**src/rtl/bcd_display_mux.sv**
```systemverilog
// bcd_display_mux
// Drives a 4-digit common-anode multiplexed seven-segment display as "S.ttt"
// from four BCD digits. The digits are snapshotted into shadow registers on
// `load`, so the display never shows a half-updated count. One digit is
// scanned per refresh slot. Each slot opens with GUARD cycles of all anodes
// off, which suppresses ghosting from the previous digit.
//
// Ports:
//   clk          system clock, rising edge
//   clear        synchronous active-high reset (priority over load)
//   seconds      BCD digit shown on an[3], followed by the decimal point
//   tenths       BCD digit shown on an[2]
//   hundreths    BCD digit shown on an[1]
//   thousandths  BCD digit shown on an[0]
//   load         copies the four input digits into the shadow registers
//   blank        forces all anodes off; scanning and loading continue
//   an           digit enables, one-hot when active
//   seg          segments {g,f,e,d,c,b,a}
//   dp           decimal point
//
// All outputs are registered. They follow idx/pcnt/shadow/blank with one
// cycle of latency. ACTIVE_LOW selects the pin polarity of an, seg and dp.

module bcd_display_mux #(
  parameter int REFRESH_DIV = 50000,
  parameter int GUARD       = 2,
  parameter bit ACTIVE_LOW  = 1'b1
) (
  input  logic       clk,
  input  logic       clear,
  input  logic [3:0] seconds,
  input  logic [3:0] tenths,
  input  logic [3:0] hundreths,
  input  logic [3:0] thousandths,
  input  logic       load,
  input  logic       blank,
  output logic [3:0] an,
  output logic [6:0] seg,
  output logic       dp
);

  localparam int PW = (REFRESH_DIV > 1) ? $clog2(REFRESH_DIV) : 1;
  localparam logic [PW-1:0] PCNT_LAST = PW'(REFRESH_DIV - 1);
  localparam logic [PW-1:0] PCNT_LIT  = PW'(GUARD);

  // Pin-level "off" levels. They depend only on polarity.
  localparam logic [3:0] AN_OFF  = {4{ACTIVE_LOW}};
  localparam logic [6:0] SEG_OFF = {7{ACTIVE_LOW}};
  localparam logic       DP_OFF  = ACTIVE_LOW;

  logic [PW-1:0] pcnt;
  logic [1:0]    idx;
  logic [3:0]    sh_s, sh_t, sh_h, sh_th;

  logic [3:0] digit;
  logic [6:0] seg_logic;
  logic [3:0] an_logic;
  logic       dp_logic;

  // Select the shadow digit for the current slot and decode it.
  // Logical (active-high) values are produced here; the pin polarity is
  // applied at the output register.
  always_comb begin
    // NOTE: every always_comb output gets a default first, so no path can infer a latch.
    digit     = sh_th;
    seg_logic = 7'b1000000;
    an_logic  = 4'b0000;
    dp_logic  = 1'b0;

    unique case (idx)
      2'd0: digit = sh_th;
      2'd1: digit = sh_h;
      2'd2: digit = sh_t;
      2'd3: digit = sh_s;
    endcase

    case (digit)
      4'd0:    seg_logic = 7'b0111111;
      4'd1:    seg_logic = 7'b0000110;
      4'd2:    seg_logic = 7'b1011011;
      4'd3:    seg_logic = 7'b1001111;
      4'd4:    seg_logic = 7'b1100110;
      4'd5:    seg_logic = 7'b1101101;
      4'd6:    seg_logic = 7'b1111101;
      4'd7:    seg_logic = 7'b0000111;
      4'd8:    seg_logic = 7'b1111111;
      4'd9:    seg_logic = 7'b1101111;
      default: seg_logic = 7'b1000000;  // invalid BCD shows a dash
    endcase

    // The anode lights only after the guard interval, and only when not blanked.
    // seg/dp keep tracking the selected digit either way.
    if (!blank && (pcnt >= PCNT_LIT))
      an_logic = 4'b0001 << idx;

    dp_logic = (idx == 2'd3);
  end

  always_ff @(posedge clk) begin
    // NOTE: sequential state uses non-blocking assignments only, so every flop samples pre-edge values.
    if (clear) begin
      // NOTE: the shadow digits are four small flop registers, not a RAM, so they are cleared with the rest of the state.
      pcnt  <= '0;
      idx   <= 2'd0;
      sh_s  <= 4'd0;
      sh_t  <= 4'd0;
      sh_h  <= 4'd0;
      sh_th <= 4'd0;
      an    <= AN_OFF;
      seg   <= SEG_OFF;
      dp    <= DP_OFF;
    end else begin
      if (pcnt == PCNT_LAST) begin
        pcnt <= '0;
        idx  <= idx + 2'd1;
      end else begin
        pcnt <= pcnt + 1'b1;
      end

      if (load) begin
        sh_s  <= seconds;
        sh_t  <= tenths;
        sh_h  <= hundreths;
        sh_th <= thousandths;
      end

      an  <= an_logic  ^ AN_OFF;
      seg <= seg_logic ^ SEG_OFF;
      dp  <= dp_logic  ^ DP_OFF;
    end
  end

endmodule

```
**config.mk**
```make
export PLATFORM = sky130hd
export DESIGN_NAME = bcd_display_mux
export DESIGN_NICKNAME = d
export VERILOG_FILES = /design/src/rtl/bcd_display_mux.sv
export SDC_FILE = /design/constraint.sdc
export NUM_CORES = 1
export LEC_CHECK = 0
export ABC_AREA = 1
export CORE_MARGIN = 1
export CORE_UTILIZATION = 45
export DETAILED_ROUTE_END_ITERATION = 7
export PLACE_DENSITY = 0.68
export SKIP_LAST_GASP = 1
export SYNTH_ARGS = -nofsm -noshare
export SYNTH_HDL_FRONTEND = slang
export SYNTH_SLANG_ARGS = --single-unit
```
**constraint.sdc**
```tcl
create_clock -name clk -period 2.1 [get_ports clk]
set_input_delay 0.63 -clock clk [delete_from_list [all_inputs] [get_ports clk]]
set_output_delay 0.63 -clock clk [all_outputs]
set_load 0.02 [all_outputs]
```
==> impl_metrics.ini <==
[status]
status = completed

[synthesis]
yosysSeqAreaShare_pct = 43.2
yosys.cell_types.count = 24
avgSynthCellArea_um2 = 7.13
synth_nets = 331
postSynthCellCount = 299
ys_warn_count = 0
synth_seq_cells = 46
syn_area_um2 = 2130

[finish]
drive_above_1_share_pct = 5.93
n_antenna_cell = 0
area_growth_pct = 22.3
fin_util_pct = 58.7
final_common_cell = nor2_1
finish.instance_area_um2 = 2610
fill_cells = 454
fin_nets = 368
final_cell_mix = 68 x nor2_1, 60 x nand2_1, 46 x dfxtp_1

[clock_tree]
clock_latency_ns = 0.29
post_cts_buffers = 0
cts_root_buf = clkbuf_8
cts_tree = done
cts_resized = 0
cts_buffer_depth = 2
clk_pin_slew_worst_paths_ns = 0.08
cts_made_buffers = 5
cts.sinks = 46
hold_buffers = 0
cts.htree.levels = 2

[grt]
grt_use_total_pct = 18.4
grt.met3_usage_pct = 3.13
antenna_found_initial = 0
grt_max_degree = 19
use_met2_pct = 28.4
grt-ovfl-total = 0
gr-usage-met1_pct = 26.6
grt_busiest_layer = met2
grt_pass1_vias = 1671
grt_pass1_wl_um = 7390

[sta]
rsz0062_at_grt = true
tightest_slew_ns = 0.258
fin_setup_tns_ns = 0
layout_min_cycle_time_ns = 1.93
skew_ns = 0.00741
finalSetupViolCount = 0
period_share_pct = 91.9
slew_headroom_pct = 82.8
final_max_slew_viol_count = 0
timing.fmax_mhz = 518
report.final.hold_viol_count = 0
fin_ws_ns = 0.170

[drt]
antenna_left = 0
viasPerCell = 4.84
wl_um = 4170
via_count = 1881
drt_iter0_drc = 113
drc = 0
dr.pass1.iters = 7
wl_per_cell_um = 10.7

[die]
io_pins = 32
rows = 24
core_area_um2 = 4440
die_y_um = 70.9
fp.dieW_um = 70.9
start_util_pct = 48.0
dieArea_um2 = 5020

[power_and_ir_drop]
cellLeakagePower_nw = 1.11
peakVddDrop_mv = 0.446
total_power_w = 0.00168
p_per_area_nw_per_um2 = 643

[worst_setup_path]
cp-start-kind = flip-flop
end_kind = flip-flop
crit_type = reg2reg
critPathRequiredTime_ns = 2.28
r2r-start = idx[0]$_SDFFE_PP0P_
worst_r2r_endpoint = seg[3]$_SDFF_PP1_
crit_fanout = 5
reg2reg_slack_ns = 0.17
arrival_ns = 2.11
ff2ff_path_depth = 11

[placement]
place_area_um2 = 2510
hpwl_um = 3130
dpl_worst_slack_ns = 0.138
gp_congestion = 0.856
io_buffers = 31

[flow_run]
max_cap_viol_count = 0

[hold_path]
hold_start = sh_th[0]$_SDFFE_PP0P_
min_path_type = reg2reg
min_path_cells = 2
whs_endpoint = sh_th[0]$_SDFFE_PP0P_
[synthesized netlist by cell type, drive strengths merged]
cell type	n	area [um2]
or2	1	6.26
nand4	7	43.8
nor2	69	262
dfxtp	46	921
clkinv	1	3.75
nand3	20	100
ha	12	150
xor2	3	26.3
nand3b	4	30.0
nand2	63	249
buf	3	20.0
a21oi	12	60.1
inv	29	109
o21ai	21	109
nor3	3	15.0
xnor2	2	17.5
clkbuf	3	11.3
[cell type report]
| class | instances | area, um2 | share of cell area [%] |
|---|---|---|---|
| multi-input combinational | 217 | 1070 | 41.1 |
| sequential | 46 | 921 | 35.3 |
| timing repair buffer | 36 | 348 | 13.3 |
| inverter | 30 | 113 | 4.32 |
| clock buffer | 7 | 86.3 | 3.31 |
| tap | 52 | 65.1 | 2.49 |
| clock inverter | 1 | 5.00 | 0.192 |
[registers in the layout (all words and copies together), names as in the netlist]
signal and cells:
idx 2, dp 1, seg 7, sh_th 4, pcnt 16, sh_t 4, sh_s 4, sh_h 4
an 4
[worst max-delay path: stages, from the launching register on]
cell and delay [ns]:
dfxtp_1 0.39, inv_1 0.11, ha_1 0.27, a21oi_1 0.13, nand2_1 0.07, nand2_1 0.16
inv_1 0.11, ha_1 0.28, inv_1 0.05, nand3_1 0.09, nand3_1 0.10, nand3_1 0.06
[power by group]
| group | total, W | internal [W] | switching (W) |
|---|---|---|---|
| Combinational | 0.000208 | 0.000100 | 0.000108 |
| Sequential | 0.000930 | 0.000912 | 0.0000176 |
| Clock | 0.000539 | 0.000266 | 0.000273 |
[how the worst max path moves through the flow]
stage / startpoint / to / slack (ns) / cells past startpoint
floorplan: idx[0]$_SDFFE_PP0P_ / seg[5]$_SDFF_PP1_ / 0.19 / 11
global placement: idx[0]$_SDFFE_PP0P_ / seg[3]$_SDFF_PP1_ / 0.15 / 13
detailed placement: idx[0]$_SDFFE_PP0P_ / seg[3]$_SDFF_PP1_ / 0.14 / 13
CTS: idx[0]$_SDFFE_PP0P_ / seg[3]$_SDFF_PP1_ / 0.12 / 13
global route: idx[0]$_SDFFE_PP0P_ / seg[3]$_SDFF_PP1_ / -0.004 / 13
finish: idx[0]$_SDFFE_PP0P_ / seg[3]$_SDFF_PP1_ / 0.17 / 11
[cells by family after synthesis]
group,count (synthesis),synth area share [%]
xor gates and xnor gates,5,2.05
adders and majority gates,12,7.04
DFF,46,43.2
buffers and inverters,36,6.74
AOI/OAI and AO/OA,33,7.92
and+or+nand+nor,167,33.1
[layer usage]
| metal | part of all wire (%) | wire length, um |
|---|---|---|
| met2 | 41 | 1690 |
| met5 | 0 | 0 |
| met1 | 55 | 2270 |
| met3 | 3.8 | 158 |
| met4 | 1.1 | 46 |
[metrics by stage]
stage / cells / hold WS [ns]
4_1_cts: 389 / 0.472
5_1_grt: 389 / 0.512
2_1_floorplan: 299 / 0.430
3_3_place_gp: 381 / 0.448
3_5_place_dp: 381 / 0.457
6_report: 389 / 0.471
No activity file was read; power rests on OpenSTA's default activity.
